## config.mk

```make
export PLATFORM = sky130hd
export DESIGN_NAME = cpu_issue_scoreboard
export DESIGN_NICKNAME = d
export VERILOG_FILES = /design/src/rtl/cpu_issue_scoreboard.sv
export SDC_FILE = /design/constraint.sdc
export NUM_CORES = 1
export LEC_CHECK = 0
export BUFFER_PORTS_ARGS = -buffer_cell sky130_fd_sc_hd__buf_2
export CAP_MARGIN = 20
export CORE_MARGIN = 2
export CORE_UTILIZATION = 27
export DETAILED_ROUTE_END_ITERATION = 10
export GPL_ROUTABILITY_DRIVEN = 0
export MAX_ROUTING_LAYER = met4
export PLACE_DENSITY_LB_ADDON = 0.08
export SLEW_MARGIN = 10
export SYNTH_ARGS = -nofsm -noshare
export SYNTH_HDL_FRONTEND = slang
export SYNTH_SLANG_ARGS = --single-unit
```

## constraint.sdc

```tcl
create_clock -name i_clock -period 3.7 [get_ports i_clock]
set_clock_uncertainty 0.1 [all_clocks]
set_input_delay 0.555 -clock i_clock [delete_from_list [all_inputs] [get_ports i_clock]]
set_output_delay 0.555 -clock i_clock [all_outputs]
set_load 0.1 [all_outputs]
```

## src/rtl/cpu_issue_scoreboard.sv

```systemverilog
`default_nettype none
// +---------------------------------------------------------------------------+
// | cpu_issue_scoreboard                                                      |
// | Register scoreboard and issue gate between decode and execute; tracks     |
// | pending destinations, caps in-flight writers and drains for serializing   |
// | instructions. Optional same-cycle writeback bypass: CPU_SCOREBOARD_BYPASS_EN|
// | Revision: 1.0                                                             |
// +---------------------------------------------------------------------------+
module cpu_issue_scoreboard #(
  parameter int MAX_INFLIGHT = 4
) (
  input  logic        i_clock,
  input  logic        i_reset,
  input  logic        i_valid,
  input  logic [4:0]  i_rs1,
  input  logic [4:0]  i_rs2,
  input  logic [1:0]  i_have_rs,
  input  logic [4:0]  i_rd,
  input  logic        i_have_rd,
  input  logic        i_serialize,
  input  logic        i_flush,
  input  logic        i_wb_strobe,
  input  logic [4:0]  i_wb_rd,
  output logic        o_issue,
  output logic        o_stall,
  output logic [31:0] o_pending,
  output logic [3:0]  o_inflight,
  output logic        o_fault
);

  localparam logic [3:0] c_max_inflight = 4'(MAX_INFLIGHT);

  typedef enum logic [0:0] {
    S_RUN   = 1'b0,
    S_DRAIN = 1'b1
  } state_t;

  state_t      r_state;
  state_t      w_state_next;
  logic [31:0] r_pending;
  logic [3:0]  r_inflight;
  logic        r_fault;

  logic        w_writer;
  logic        w_wb_live;
  logic        w_wb_hit;
  logic        w_wb_bad;
  logic [31:0] w_wb_mask;
  logic [31:0] w_set_mask;
  logic [31:0] w_pend_view;
  logic [3:0]  w_cnt_view;
  logic        w_hazard;
  logic        w_issue;
  logic        w_inc;

  assign w_writer  = i_have_rd & (i_rd != 5'd0);
  assign w_wb_live = i_wb_strobe & (i_wb_rd != 5'd0);
  assign w_wb_hit  = w_wb_live & r_pending[i_wb_rd];
  assign w_wb_bad  = w_wb_live & ~r_pending[i_wb_rd];
  assign w_wb_mask = w_wb_hit ? (32'd1 << i_wb_rd) : 32'd0;

`ifdef CPU_SCOREBOARD_BYPASS_EN
  // A retiring writer frees its register and its slot within the same cycle.
  assign w_pend_view = r_pending & ~w_wb_mask;
  assign w_cnt_view  = r_inflight - {3'd0, w_wb_hit};
`else
  assign w_pend_view = r_pending;
  assign w_cnt_view  = r_inflight;
`endif

  assign w_hazard = (i_have_rs[0] & w_pend_view[i_rs1])
                  | (i_have_rs[1] & w_pend_view[i_rs2])
                  | (w_writer & w_pend_view[i_rd])
                  | (w_writer & (w_cnt_view == c_max_inflight));

  always_comb begin
    w_issue      = 1'b0;
    w_state_next = r_state;
    case (r_state)
      S_RUN: begin
        w_issue = i_valid & ~i_flush & ~w_hazard & ~i_serialize;
        if (i_valid & i_serialize & ~i_flush) begin
          w_state_next = S_DRAIN;
        end
      end
      S_DRAIN: begin
        w_issue = i_valid & ~i_flush & ~w_hazard & (r_inflight == 4'd0);
        if (w_issue | i_flush | ~i_valid) begin
          w_state_next = S_RUN;
        end
      end
      default: begin
        w_state_next = S_RUN;
      end
    endcase
  end

  assign w_inc      = w_issue & w_writer;
  assign w_set_mask = w_inc ? (32'd1 << i_rd) : 32'd0;

  // Clear before set so a same-register issue/writeback pair leaves the bit set.
  always_ff @(posedge i_clock or posedge i_reset) begin
    if (i_reset) begin
      r_state    <= S_RUN;
      r_pending  <= 32'd0;
      r_inflight <= 4'd0;
      r_fault    <= 1'b0;
    end else begin
      r_state   <= w_state_next;
      r_pending <= ((r_pending & ~w_wb_mask) | w_set_mask) & ~32'd1;
      case ({w_inc, w_wb_hit})
        2'b10:   r_inflight <= r_inflight + 4'd1;
        2'b01:   r_inflight <= r_inflight - 4'd1;
        default: r_inflight <= r_inflight;
      endcase
      r_fault <= r_fault | w_wb_bad;
    end
  end

  assign o_issue    = w_issue;
  assign o_stall    = i_valid & ~w_issue & ~i_flush;
  assign o_pending  = r_pending;
  assign o_inflight = r_inflight;
  assign o_fault    = r_fault;

endmodule
`default_nettype wire

```

==> results of run 1 <==
==> synth_stat cells (all sizes together), types with 3 or more instances <==
library cell and number:
clkbuf 5, mux2 6, dfrtp 37, nor3 5, nand3b 6, ha 3
mux4 26, inv 7, mux2i 14, buf 13, nor2b 11, nor2 11
o21ai 67, a21oi 5, nand2b 5, nand3 14, nand2 21
==> state kept, by name, summed over array words and instances (netlist names) <==
register and count:
o_fault 1, o_inflight 4, r_state 1, o_pending 31
==> logic make-up (layout without fill, tap and decap cells) <==
family                     after synthesis  after routing
adders and majority gates                4              4
AOI/OAI and AO/OA                       92             92
other                                    1              1
xor gates and xnor gates                 4              4
and+or+nand+nor                         80             80
muxes                                   46             46
buffers and inverters                   25            101
DFF                                     37             37
==> metal layers <==
metal | routed length, um | part of all wire, % | vias up | track usage, %
met3 | 548 | 5.0 | 12 | 2.33
met1 | 5340 | 48 | 1413 | 28.7
met5 | 0 | 0 | - | -
met4 | 153 | 1.4 | 0 | 4.40
met2 | 4970 | 45 | 87 | 29.8
li1 | - | - | 1258 | -
==> area by class of cell <==
class | count | share of cell area [%]
multi-input combinational | 227 | 52.4
timing repair buffer | 86 | 14.0
sequential | 37 | 25.7
clock buffer | 8 | 2.46
tap | 140 | 4.79
inverter | 7 | 0.719
==> layout by cell type (no fill, tap or decap), types with 3 or more instances in the layout <==
cell	instances
buf_2	64
o21ai_0	36
dfrtp_1	27
mux4_2	23
o21ai_1	23
nand2_1	21
buf_4	20
mux2i_1	14
nand3_1	14
nor2_1	11
nor2b_1	11
dfrtp_2	10
inv_1	7
o21ai_2	7
nand3b_1	6
clkbuf_8	6
a21oi_1	5
nand2b_1	5
mux2_2	4
mux4_1	3
nor3_1	3
ha_1	3
==> critical path, delay by kind of cell <==
kind / cells / cell delay, ns
buffers and inverters: 1 / 0.21
AND/OR/NAND/NOR: 2 / 0.21
AO/OA/AOI/OAI: 2 / 0.33
adder cells (fa/ha/maj): 2 / 0.48
XOR/XNOR: 2 / 0.28
multiplexers: 3 / 1.34
==> worst paths after layout <==
check	to	cells after the start	startpoint	slack [ns]
max reg2reg	o_inflight[3]$_DFFE_PP0P_	11	o_pending[30]$_DFF_PP0_	0.41
max	o_inflight[3]$_DFFE_PP0P_	12	i_wb_rd[0]	0.39
max in group asynchronous	o_pending[21]$_DFF_PP0_	3	i_reset	2.50
min in group i_clock	o_inflight[3]$_DFFE_PP0P_	1	o_inflight[3]$_DFFE_PP0P_	0.39
min	o_inflight[3]$_DFFE_PP0P_	2	i_reset	0.22
min reg2reg	o_inflight[3]$_DFFE_PP0P_	1	o_inflight[3]$_DFFE_PP0P_	0.39
==> through the flow <==
stage | setup slack (ns) | hold slack [ns] | setup TNS (ns) | instances | instance area [sq um]
2_1_floorplan | -0.0865 | 0.496 | -0.0865 | 289 | 2990
3_3_place_gp | 0.0734 | 0.378 | 0 | 497 | 3570
3_5_place_dp | 0.0529 | 0.383 | 0 | 497 | 3570
4_1_cts | 0.372 | 0.223 | 0 | 505 | 3660
5_1_grt | 0.261 | 0.269 | 0 | 505 | 3660
6_report | 0.389 | 0.218 | 0 | 505 | 3660
==> power breakdown <==
group	switching (mW)	internal [mW]	total, mW
logic	0.518	0.187	0.705
clock network	0.145	0.152	0.297
registers	0.0768	0.449	0.525
total	0.740	0.788	1.53
==> impl_results.md, run 1 <==
* Pwr Total at 1.53 mW
* XOR/XNOR share of the synthesized area at 1.18%
* Setup-failing EPs final at 0
* Ports at 68
* Share of layout cells above drive strength 1 at 39.2%
* GR Overflow Total at 0
* Yosys reg bits at 37
* Post-synthesis cell area at 2960 sq um
* Initial core utilization at 27.5%
* Avg Vias per Cell at 5.49
* Final period utilization at 89.5%
* Tot GR Track Use at 19.8%
* Root buffer selected by CTS: clkbuf_8
* VDD IR-drop max at 0.193 mV
* Post-Synth Adder-Cell Area at 1.94%
* Antenna violations before repair at 0
* # hold bufs at CTS at 0
* Mapped Nets at 322
* Critical Path AT at 3.39 ns
* Power Dens Cells at 418 nW/um^2
* Combinational family with the most area after synthesis: multiplexers
* Lkg Pwr at 1.58 nW
* Multi-input gate area at 1920 sq um
* Wire per inst at 21.8 um
* Crit path cell chain: buf_2 -> mux4_2 -> mux4_2 -> mux2_2 -> nor2b_1 -> ha_1 -> ha_1 -> a21o_1 -> a21oi_1 -> xnor2_1 -> nor2_1 -> xor2_1
* First-pass GRT wire length at 16800 um
* Nets@finish at 397
* Max cap viols at 0
* Post-synth EDFFs at 0
* CTS tree: done
* First-pass DRT Iterations at 4
* Slew Viols, Final at 0
* Status: finished clean
* Leading post-synthesis cells by cell area: dfrtp_1 31%, mux4_2 17%, o21ai_0 6.1%
* Num CTS Buffers at 5
* Ant diodes at 0
* Pin count of the biggest net entering global routing at 25
* Clk_lat worst skew at 0.29 ns
* Slowest CP cell: mux4_2
* Dpl hpwl at 8200 um
* Critical Path Start Type: input port
* Post-CTS Setup Repair Bufs at 0
* Synth async-reset ratio at 100%
* Port-buffer cells at 66
* Die footprint at 11800 sq um
* Clock slew at reported path FFs at 0.08 ns
* Final WL at 11000 um
* Final Core Density at 33.9%
* DRC viols at 0
* Critical path capture point type: flop
* CTS resizes at 0
* WP data required at 3.78 ns
* Area delta synth->final at 23.3%
* Post-Synth Simple-Gate Area at 14.0%
* Hold crit path type: in2async
* Mapped Cells at 289
* Minimum clock period at 3.31 ns
* Syn Area/Cell at 10.3 sq um
* CTS sink cnt at 37
* Post-synthesis sequential area ratio at 31.2%
* H-Tree Depth at 2
* Synth top area share at 31.2%
* Num rows at 38
* Tightest Pin Transition at 0.601 ns
* Initial DRC count at 207
* Via count at 2770
* Critical path class: in2reg
* Register area at 938 sq um
* Die X at 109 um
* Final antenna-violating net count at 0
* Core Region at 10800 sq um
* Clk buf depth at 2
* # fillers at 1128
* Post-synthesis mux area share at 27.1%
* Compound-cell area share of the yosys netlist at 19.8%
* Worst rel slew slack at 59.9%
* RSZ-0062 raised after global routing: no
* CP max FO at 7
* Slowest stage delay, CP at 0.53 ns
* Synth warnings at 0
* Max Clock Freq at 0.302 GHz
* Post-synth top area cell: dfrtp_1
* Vias in the first global route at 2724
* Final Hold Vio Count at 0
* Most used DFF post-synth: dfrtp_1
* Synth cell types at 49
* Chip height at 109 um
No activity file was read; power rests on OpenSTA's default activity.
==> inputs of run 2 (changes only) <==
clock period = 4.21 ns   (was 3.7 ns; I/O delays follow)
==> impl_results.md, run 2 (same netlist as run 1, synthesis figures left out) <==
* CTS sink cnt at 37 (unchanged)
* Slowest stage delay, CP at 0.57 ns (+0.04 ns)
* DRC viols at 0 (unchanged)
* Die footprint at 11800 sq um (unchanged)
* Family with the most delay on the worst path: multiplexers
* Pwr Total at 1.31 mW (-14%)
* Post-CTS Setup Repair Bufs at 0 (unchanged)
* Final Core Density at 32.6% (-1.2 points)
* Wire per inst at 21.9 um (+0.63%)
* Finished Layout Cells at 495 (-2.0%)
* Worst reg2reg startpoint: o_pending[18]$_DFF_PP0_
* Clock slew at reported path FFs at 0.07 ns (about the same)
* First-pass GRT wire length at 16700 um (-0.74%)
* Final worst slack at 0.616 ns (+0.227 ns)
* RSZ-0062 raised after global routing: no
* Core Region at 10800 sq um (unchanged)
* Slowest CP cell: mux4_1
* CTS tree: done
* Final antenna-violating net count at 0 (unchanged)
* WP data required at 3.48 ns (-0.30 ns)
* Area of placed instances at 3440 sq um (-3.5%)
* Multi-input gate area at 1910 sq um (-0.33%)
* Hold crit path type: in2async
* Power Dens Cells at 371 nW/um^2 (-11%)
* Final WL at 10900 um (-1.4%)
* Largest register FFs at 31 (unchanged)
* Place WS at 0.252 ns (+0.200 ns)
* # fillers at 1144 (+1.4%)
* Critical Path AT at 2.86 ns (-0.53 ns)
* Area delta synth->final at 18.8%
* # hold bufs at CTS at 0 (unchanged)
* Dpl hpwl at 8090 um (-1.4%)
* Design area at 3520 sq um (-3.7%)
* Num CTS Buffers at 5 (unchanged)
* Register area at 926 sq um (-1.3%)
* Port-buffer cells at 66 (unchanged)
* Max Clock Freq at 0.278 GHz
* Clk buf depth at 2 (unchanged)
* Pin count of the biggest net entering global routing at 38 (+52%)
* Clk_lat worst skew at 0.29 ns (about the same)
* Critical Path Start Type: input port
* Initial core utilization at 27.5% (unchanged)
* Die X at 109 um (unchanged)
* Ports at 68 (unchanged)
* Crit path cell chain: buf_2 -> mux4_1 -> mux2_2 -> a21o_1 -> o21ai_4 -> o21ai_1 -> nor3_2 -> buf_2
* Share of layout cells above drive strength 1 at 34.4% (-4.8 points)
* Critical path class: in2out
* CTS resizes at 0 (unchanged)
* GR Overflow Total at 0 (unchanged)
* Max cap viols at 0 (unchanged)
* Worst rel slew slack at 58.9% (-0.98 points)
* CP max FO at 9 (+2)
* Slew Viols, Final at 0 (unchanged)
* Antenna violations before repair at 0 (unchanged)
* Avg Vias per Cell at 5.56 (+1.4%)
* Post-Place Cells at 487 (-2.0%)
* Tightest Pin Transition at 0.614 ns (+0.0132 ns)
* Via count at 2752 (-0.65%)
* Critical path capture point type: output pin
* Final period utilization at 85.4%
* Vias in the first global route at 2751 (+0.99%)
* Most used cell, CP: buf_2
* Initial DRC count at 278 (+34%)
* H-Tree Depth at 2 (unchanged)
* Worst path bufs/invs at 2 (+1)
* Num rows at 38 (unchanged)
* Final setup TNS at 0 ns (unchanged)
* Most frequent cells in the layout: 66 x buf_2, 37 x dfrtp_1, 36 x o21ai_0
* Chip height at 109 um (unchanged)
* Worst setup path start: i_rs2[0]
* Nets@finish at 387 (-2.5%)
* Status: finished clean
* Final Hold Vio Count at 0 (unchanged)
* Root buffer selected by CTS: clkbuf_8
* Hold WS at 0.347 ns (+0.129 ns)
* Ant diodes at 0 (unchanged)
* Minimum clock period at 3.59 ns
* First-pass DRT Iterations at 4 (unchanged)
* Commonest non-fill, non-tap cell in the layout: buf_2
* VDD IR-drop max at 0.190 mV (-1.5%)
* Setup-failing EPs final at 0 (unchanged)
* Tot GR Track Use at 19.6% (-0.23 points)
* Lkg Pwr at 1.53 nW (-2.9%)
==> run 2: cell types whose count changed in the layout (fill, tap and decap cells not counted) <==
| cell | change |
|---|---|
| dfrtp_1 | +10 |
| nor3_2 | +1 |
| dfrtp_2 | -10 |
| buf_12 | -2 |
| clkbuf_1 | +1 |
| clkbuf_8 | -1 |
| buf_4 | -10 |
| nor3_4 | -1 |
| buf_2 | +2 |
==> run 2: final cells by class <==
class                      instances  share of cell area [%]
inverter                           7                   0.746
sequential                        37                    26.3
multi-input combinational        227                    54.2
tap                              140                    4.97
timing repair buffer              76                    11.5
clock buffer                       8                    2.27
==> run 2: worst paths after layout <==
path | slack [ns] | cells after the start | to
setup / recovery | 0.62 | 8 | o_issue
hold / removal | 0.35 | 3 | o_inflight[1]$_DFFE_PP0P_
setup reg to reg | 0.73 | 13 | o_inflight[3]$_DFFE_PP0P_
hold reg to reg | 0.39 | 1 | o_inflight[3]$_DFFE_PP0P_
max in group asynchronous | 3.32 | 3 | o_pending[26]$_DFF_PP0_
min in group i_clock | 0.39 | 1 | o_inflight[3]$_DFFE_PP0P_
==> run 2: where the power goes <==
| part | internal [mW] | switching, mW | total, mW |
|---|---|---|---|
| registers | 0.393 | 0.0627 | 0.456 |
| logic | 0.152 | 0.455 | 0.608 |
| clock network | 0.118 | 0.126 | 0.244 |
==> run 2: worst reg2reg max path: stages, from the launching register on <==
cell	delay, ns
dfrtp_1	0.48
mux4_1	0.52
mux2_2	0.28
a21o_1	0.20
o21ai_4	0.19
o21ai_1	0.15
nand3b_1	0.24
ha_1	0.26
ha_1	0.28
a21o_1	0.17
a21oi_1	0.16
xnor2_1	0.14
nor2_1	0.06
xor2_1	0.14
==> run 2: per-layer routing <==
layer / up-vias / global-route usage (%) / routed length [um]
met5: - / - / 0
met4: 0 / 3.66 / 74
met3: 5 / 2.63 / 689
met2: 110 / 30.1 / 5100
met1: 1401 / 27.9 / 5000
li1: 1236 / - / -
